**config.mk**
```make
export PLATFORM = sky130hd
export DESIGN_NAME = noc16_aes_loader
export DESIGN_NICKNAME = d
export VERILOG_FILES = /design/src/rtl/noc16_aes_loader.sv
export SDC_FILE = /design/constraint.sdc
export NUM_CORES = 2
export LEC_CHECK = 0
export BUFFER_PORTS_ARGS = -buffer_cell sky130_fd_sc_hd__buf_2
export CORE_AREA = 2 2 716 718
export CTS_CLUSTER_DIAMETER = 30
export DETAILED_ROUTE_END_ITERATION = 12
export DIE_AREA = 0 0 718 720
export PLACE_DENSITY_LB_ADDON = 0.2
export SLEW_MARGIN = 10
export SYNTH_ARGS = -nofsm -noshare
export SYNTH_HDL_FRONTEND = slang
export SYNTH_SLANG_ARGS = --single-unit
```
**constraint.sdc**
```tcl
create_clock -name clk -period 2.89 [get_ports clk]
set_input_delay 0.867 -clock clk [delete_from_list [all_inputs] [get_ports clk]]
set_output_delay 0.867 -clock clk [all_outputs]
set_load 0.005 [all_outputs]
```
**src/rtl/noc16_aes_loader.sv**
```systemverilog
// noc16_aes_loader
// Host-side initiator for the NOC16 AES peripheral link. After a start pulse
// it streams the expanded round key (RK_CHUNKS x 64b, CMD_RK), then the IV
// (2 x 64b, CMD_IV), then data_len data chunks taken from the din stream
// (CMD_DATA) over a valid/rdy TX channel. Independently, it captures response
// words tagged CMD_RESP from the RX channel.
//
// Ports
//   clk, reset_n                  clock, asynchronous active-low reset
//   start, data_len, rk_in, iv_in load request and the operands it latches
//   din_data, din_valid, din_rdy  data chunk stream into the loader
//   tx_lo, tx_cmd, tx_valid, tx_rdy  NOC16 TX channel
//   rx_lo, rx_cmd, rx_valid, rx_rdy  NOC16 RX channel
//   busy, done                    load in progress / one-cycle completion pulse
//   resp_data, resp_valid, resp_count  captured responses
//   err                           sticky TX stall timeout flag
//
// Optional feature: define NOC16_LOADER_TIMEOUT_EN to abort a load after
// TIMEOUT_CYCLES consecutive stalled TX cycles. Without it err is tied to 0.
module noc16_aes_loader #(
    parameter int          RK_CHUNKS      = 22,
    parameter int          LEN_W          = 16,
    parameter logic [7:0]  CMD_RK         = 8'h00,
    parameter logic [7:0]  CMD_IV         = 8'h01,
    parameter logic [7:0]  CMD_DATA       = 8'h02,
    parameter logic [7:0]  CMD_RESP       = 8'hEF,
    parameter int          TIMEOUT_CYCLES = 1024
) (
    input  logic                    clk,
    input  logic                    reset_n,
    input  logic                    start,
    input  logic [LEN_W-1:0]        data_len,
    input  logic [RK_CHUNKS*64-1:0] rk_in,
    input  logic [127:0]            iv_in,
    input  logic [63:0]             din_data,
    input  logic                    din_valid,
    output logic                    din_rdy,
    output logic [63:0]             tx_lo,
    output logic [7:0]              tx_cmd,
    output logic                    tx_valid,
    input  logic                    tx_rdy,
    input  logic [63:0]             rx_lo,
    input  logic [7:0]              rx_cmd,
    input  logic                    rx_valid,
    output logic                    rx_rdy,
    output logic                    busy,
    output logic                    done,
    output logic [63:0]             resp_data,
    output logic                    resp_valid,
    output logic [15:0]             resp_count,
    output logic                    err
);

    localparam int IDX_W = $clog2(RK_CHUNKS);
    localparam logic [IDX_W-1:0] RK_LAST = IDX_W'(RK_CHUNKS - 1);
    localparam logic [IDX_W-1:0] IDX_ONE = IDX_W'(1);

    typedef enum logic [2:0] {IDLE, SEND_RK, SEND_IV, SEND_DATA, DONE} state_t;

    state_t                  state;
    logic [RK_CHUNKS*64-1:0] rk_sh;      // upcoming round-key chunks, next one in [63:0]
    logic [127:0]            iv_q;
    logic [LEN_W-1:0]        remaining;  // data chunks not yet pulled from din
    logic [IDX_W-1:0]        idx;        // index of the chunk currently on tx_*

    logic hs;
    logic rem_nz;
    logic iv_last;
    logic din_take;

    assign hs       = tx_valid & tx_rdy;
    assign rem_nz   = (remaining != '0);
    assign iv_last  = (state == SEND_IV) && (idx == IDX_ONE);
    // The first data chunk may load on the final IV handshake so that a
    // fully-ready link sees the whole load back to back without a bubble.
    assign din_rdy  = rem_nz & (((state == SEND_DATA) & (!tx_valid | tx_rdy)) | (iv_last & hs));
    assign din_take = din_valid & din_rdy;
    assign busy     = (state != IDLE);

`ifdef NOC16_LOADER_TIMEOUT_EN
    localparam int CNT_W = $clog2(TIMEOUT_CYCLES + 1);
    localparam logic [CNT_W-1:0] STALL_LAST = CNT_W'(TIMEOUT_CYCLES - 1);
    logic [CNT_W-1:0] stall_cnt;
`else
    assign err = 1'b0;
`endif

    // Load sequencer: every TX handshake loads the next word on the same edge,
    // so tx_lo/tx_cmd only change on a handshake or when tx_valid is low.
    always_ff @(posedge clk or negedge reset_n) begin
        if (!reset_n) begin
            state     <= IDLE;
            rk_sh     <= '0;
            iv_q      <= '0;
            remaining <= '0;
            idx       <= '0;
            tx_lo     <= '0;
            tx_cmd    <= '0;
            tx_valid  <= 1'b0;
            done      <= 1'b0;
`ifdef NOC16_LOADER_TIMEOUT_EN
            stall_cnt <= '0;
            err       <= 1'b0;
`endif
        end else begin
            done <= 1'b0;
            case (state)
                IDLE: begin
                    if (start) begin
                        rk_sh     <= rk_in >> 64;
                        iv_q      <= iv_in;
                        remaining <= data_len;
                        tx_lo     <= rk_in[63:0];
                        tx_cmd    <= CMD_RK;
                        tx_valid  <= 1'b1;
                        idx       <= '0;
                        state     <= SEND_RK;
`ifdef NOC16_LOADER_TIMEOUT_EN
                        err       <= 1'b0;
`endif
                    end
                end
                SEND_RK: begin
                    if (hs) begin
                        if (idx == RK_LAST) begin
                            tx_lo  <= iv_q[63:0];
                            tx_cmd <= CMD_IV;
                            idx    <= '0;
                            state  <= SEND_IV;
                        end else begin
                            tx_lo  <= rk_sh[63:0];
                            rk_sh  <= rk_sh >> 64;
                            idx    <= idx + IDX_ONE;
                        end
                    end
                end
                SEND_IV: begin
                    if (hs) begin
                        if (idx == '0) begin
                            tx_lo <= iv_q[127:64];
                            idx   <= IDX_ONE;
                        end else if (din_take) begin
                            tx_lo     <= din_data;
                            tx_cmd    <= CMD_DATA;
                            remaining <= remaining - LEN_W'(1);
                            state     <= SEND_DATA;
                        end else begin
                            tx_valid <= 1'b0;
                            if (!rem_nz) begin
                                state <= DONE;
                                done  <= 1'b1;
                            end else begin
                                state <= SEND_DATA;
                            end
                        end
                    end
                end
                SEND_DATA: begin
                    if (din_take) begin
                        tx_lo     <= din_data;
                        tx_cmd    <= CMD_DATA;
                        tx_valid  <= 1'b1;
                        remaining <= remaining - LEN_W'(1);
                    end else if (hs) begin
                        tx_valid <= 1'b0;
                        if (!rem_nz) begin
                            state <= DONE;
                            done  <= 1'b1;
                        end
                    end
                end
                DONE: begin
                    state <= IDLE;
                end
                default: begin
                    state <= IDLE;
                end
            endcase
`ifdef NOC16_LOADER_TIMEOUT_EN
            // A stalled word blocks everything above, so the abort can simply
            // override the case statement's (unchanged) results.
            if (tx_valid & !tx_rdy) begin
                if (stall_cnt == STALL_LAST) begin
                    stall_cnt <= '0;
                    tx_valid  <= 1'b0;
                    err       <= 1'b1;
                    state     <= IDLE;
                end else begin
                    stall_cnt <= stall_cnt + CNT_W'(1);
                end
            end else begin
                stall_cnt <= '0;
            end
`endif
        end
    end

    // Response capture runs regardless of the load state; non-response tags
    // are accepted and dropped.
    always_ff @(posedge clk or negedge reset_n) begin
        if (!reset_n) begin
            rx_rdy     <= 1'b0;
            resp_data  <= '0;
            resp_valid <= 1'b0;
            resp_count <= '0;
        end else begin
            rx_rdy     <= 1'b1;
            resp_valid <= 1'b0;
            if (rx_valid && rx_rdy && (rx_cmd == CMD_RESP)) begin
                resp_data  <= rx_lo;
                resp_valid <= 1'b1;
                if (resp_count != 16'hFFFF) begin
                    resp_count <= resp_count + 16'd1;
                end
            end
        end
    end

endmodule

```
Word level (Yosys, flattened, before mapping)
Index checks and enable logic that the tools add are counted.

Add/sub/neg operators: 3. Multipliers: 0. Divide/modulo/power cells: 0. Order comparisons: 0. Eq/ne operators: 19. Shift-type cells: 0. Mux-type cells: 55. Bitwise gates (word level): 7. Reduce and logical (&&, ||, !) cells: 21.

Operators with widths (number): $mux 1408 (3); $pmux 1408 s2 (1); $mux 64 (6); $pmux 64 s4 (1); $mux 16 (4); $mux 8 (6); $pmux 16 s3 (1); $pmux 8 s4 (1); $mux 3 (10); $mux 5 (5); $ne 2x2->1 const B (10); $add 16x1->16 const B (1); $ne 16x16->1 const B (1); $reduce_bool 16->1 (1); $sub 16x1->16 const B (1); $pmux 5 s3 (1); $mux 1 (13); $pmux 3 s4 (1); $reduce_and 4->1 (3); $reduce_and 6->1 (2); $reduce_bool 3->1 (3); $eq 8x8->1 const B (1); $reduce_and 8->1 (1); $eq 3x2->1 const B (2); 18 further kinds (26).

Register bits after elaboration: 1716. Bits in latches: 0. Memory bits (writable): 0. Bits in read-only memories: 0. Input port bits: 1694. Output and inout bits: 159. Word-level logic and storage cells: 118. Memories: 0.

Longest topological paths before layout
Depth in word-level cells: 10. Depth in mapped cells: 10. Mapped depth without buffers: 7.

Worst setup path before layout
No wires, ideal clock.

Kind: in2out. Start point: input tx_rdy. End point: output din_rdy. Arrival: 1.513 ns. Data required time: 2.023 ns. Slack: 0.510 ns. Cell stages on the path: 3. Path buffers: 0. Cells stage by stage: and2_1 a32o_2 and3_1.

Longest elaborated chain between the ends: 4. Elaborated cells on any way between the ends: 6. Those cells by class: bitwise (6).

Ends and longest elaborated chain: start, declared (RTL line 41) `input logic tx_rdy,`; $or 1x1->1 / $and 1x1->1 (equally long branches) (RTL line 76, 71); $and 1x1->1 (RTL line 76) `assign din_rdy = rem_nz & (((state == SEND_DATA) & (!tx_valid | tx_rdy)) | (iv_last & hs));`; $or 1x1->1 * (RTL line 76); $and 1x1->1 * (RTL line 76); end, declared (RTL line 37) `output logic din_rdy,`.

Every way passes the cells marked *; elsewhere a longest branch is shown, timed or not.

Final worst setup path
Start point: register remaining[9]. End point: output din_rdy.

Longest elaborated chain between the ends: 2.

Ends and longest elaborated chain: start, declared (RTL line 63) `logic [LEN_W-1:0] remaining;`; start signal, assigned (RTL line 112) `remaining <= data_len;`; start signal, assigned (RTL line 145) `remaining <= remaining - LEN_W'(1);`; start signal, assigned (RTL line 163) `remaining <= remaining - LEN_W'(1);`; $reduce_bool 16->1 (RTL line 72) `assign rem_nz = (remaining != '0);`; $and 1x1->1 (RTL line 76).

Every way passes these cells.

==> results by group <==
Setup path
  • Peak per-stage delay on the critical path: 0.44 ns
  • Worst EP arrival: 2.20 ns
  • Crit-path max FO: 5
  • CP cell instances: nor4_4 -> nand4_2 -> and3_4 -> buf_6
  • Top delay family on crit path: simple AND/OR/NAND/NOR gates
  • Critical path launch point type: flop
  • Buffers & Inverters on Critical Path: 1
  • Worst setup EP type: primary output
  • Required time of the critical path: 2.02 ns
  • CP max-delay cell: dfrtp_1
  • WS Path Type: flop to primary output

Final layout
  • Share of cells above drive strength 1: 28.0%
  • Synth-to-layout area growth: 54.4%
  • Final Instance Count excl. Fillers: 18400
  • Design Area, Final: 115000 µm²
  • Leading cell types in the layout, fill and taps excluded: nand2_1, buf_2, dfrtp_1, a31oi_1, nor2_1
  • Most common cell after layout, fill and taps aside: nand2_1
  • Nets: 12900

Clocking
  • Reg clk slew, reported paths: 0.04 ns
  • # H-tree levels: 6
  • CTS buffer count: 572
  • Longest Clk Path Bufs: 4
  • Clock Latency Late Sink: 0.99 ns
  • Clock Root Buffer: clkbuf_16
  • CTS tree: done
  • # clock sinks: 1646

Run
  • Max_cap viols: 0

Placement
  • Placed cell count: 17100
  • DP HPWL: 324000 µm
  • Placer Congestion: 0.866
  • Area after DPL: 93500 µm²
  • Port bufs: 1845

Route
  • DRT antenna net count: 0
  • Per-cell routed wire length: 22.3 µm
  • DRC viols: 0
  • Final wirelength: 411000 µm
  • Iteration-0 DRC Markers: 4548
  • Vias/cell: 3.96
  • Total number of vias: 73100
  • Pre-Repair DR Iteration Count: 5

Logic synthesis
  • Post-synthesis cell type count: 69
  • Asr flop ratio synth: 100%
  • Syn_area_per_cell: 8.40 µm²
  • Synthesized flop and latch total: 1646
  • Gate Count Post-Synth: 8900
  • Seq/Total Area, Yosys: 55.1%
  • Synth warn: 0
  • Post-synth EDFFs: 0
  • Synthesized cell area: 74700 µm²
  • Top_reg_cell synth: dfrtp_1

Min path
  • Class of the worst hold path: input pin to flop

Floorplan
  • Die height: 720 µm
  • Die Area: 517000 µm²
  • Starting Density: 14.7%
  • Die Wd: 718 µm
  • IO Pins: 1853
  • Row Count: 262
  • Core area: 508000 µm²

Global route
  • Number of global-route vias before repair: 76100
  • First-pass GRT wire length: 577000 µm
  • Pin count of the biggest net entering global routing: 130
  • Total grt overflow: 0
  • GR Util All Layers: 15.3%
  • Initial antenna violation count: 174

Power and ir drop
  • PD cells: 1330 nW/µm²
  • VDD IR max: 1.06 mV
  • Static leakage: 0.0521 µW

STA
  • Fin crit share: 106%
  • Fmax: 326 MHz
  • Setup violations, final: 2
  • Fin crit period: 3.07 ns
  • Worst setup margin: -0.178 ns
  • RSZ-0062 raised after global routing: yes
  • Max-slew violations: 0
  • Final Hold Viols: 0
  • Slew headroom: 44.0%
  • Slew @ Worst Pin: 0.841 ns
  • Clock Skew: 0.0732 ns

Run status
  • Status: finished with violations
  • Failing checks: negative setup slack
## layout make-up
class | count | area, µm²
repair buffers | 2434 | 15900
flip-flops and latches | 1646 | 41200
clock inverters | 155 | 2310
clock buffers | 863 | 16900
fillers | 56800 | 393000
multi-input cells | 6520 | 30500
inverters | 11 | 43.8
diodes | 79 | 198
well taps | 6732 | 8420
## synth_stat cells (all sizes together) (18+ instances only)
cell type	number	area, µm²
nand2	3300	12400
o211ai	62	465
clkbuf	391	1470
o221ai	65	569
dfrtp	1646	41200
a21oi	18	90.1
nor2	1302	4890
o21ai	79	395
a31o	65	569
mux2i	63	631
mux2	65	732
buf	338	1730
a31oi	1351	8450
## flip-flops by register name, summed over array words and instances, names as in the netlist
signal / flops
resp_count: 16
resp_valid: 1
tx_lo: 64
rx_rdy: 1
resp_data: 64
tx_valid: 1
done: 1
remaining: 16
state: 3
iv_q: 128
idx: 5
tx_cmd: 2
rk_sh: 1344
## where the power goes
group | internal, µW | leakage (µW) | switching (µW) | total (µW)
combinational | 18300 | 0.0239 | 33300 | 51600
clock | 41500 | 0.00939 | 18400 | 59900
sequential | 34600 | 0.0189 | 7850 | 42400
total | 94400 | 0.0521 | 59500 | 154000
## kinds of logic after synthesis
kind of cell	count (synthesis)	synth area share, %
buffers and inverters	740	4.33
flip-flops	1646	55.1
adder cells (fa/ha/maj)	5	0.0837
AND/OR/NAND/NOR	4675	23.8
AO/OA/AOI/OAI	1689	14.7
multiplexers	128	1.82
XOR/XNOR	15	0.176
other	2	0.0100
## tightest hold or removal path: cells and delay by family
kind          cells  cell delay [ns]
simple gates      2             0.10
buf+inv           1             0.08
## routing by layer
metal	share of wire, %	up-vias	wire length (µm)	track usage [%]
li1	-	35000	-	-
met1	40	34800	166000	18.0
met2	49	2335	201000	26.3
met3	5.4	811	22300	3.22
met4	5.3	88	21900	7.47
met5	0.14	-	596	0
## final timing paths
kind	start	end	slack, ns	cells after the start
setup reg to reg	state[2]	rk_sh[42]	0.23	7
hold / removal	iv_in[16]	iv_q[16]	0.12	3
min in group asynchronous	reset_n	rk_sh[60]	0.49	2
max in group asynchronous	reset_n	rk_sh[1218]	1.29	3
hold reg to reg	iv_q[99]	iv_q[99]	0.47	2
setup / recovery	remaining[9]	din_rdy	-0.18	4
## stage by stage
| step | setup TNS [ns] | power [µW] | hold WS, ns | setup WS [ns] | util [%] |
|---|---|---|---|---|---|
| final | -0.180 | 154000 | 0.119 | -0.178 | 22.7 |
| after global routing | -0.410 | 164000 | 0.0451 | -0.302 | 22.7 |
| after CTS | -0.463 | 156000 | 0.0000452 | -0.309 | 22.7 |
| after detailed placement | 0 | 94800 | 0.462 | 0.0110 | 18.4 |
| after global placement | 0 | 94400 | 0.459 | 0.00287 | 18.4 |
| after floorplan | 0 | 71600 | 0.445 | 0.510 | - |
## what timing repair did
item                                   4_1_cts  5_1_grt
hold buffers                               226        0
setup buffers                               18        3
setup endpoints to repair                    2        2
resized for setup                           23        0
gates cloned                                 1        0
pin swaps                                    8        2
endpoints found under the hold margin      228        0
Power figures use the tool's default switching activity.
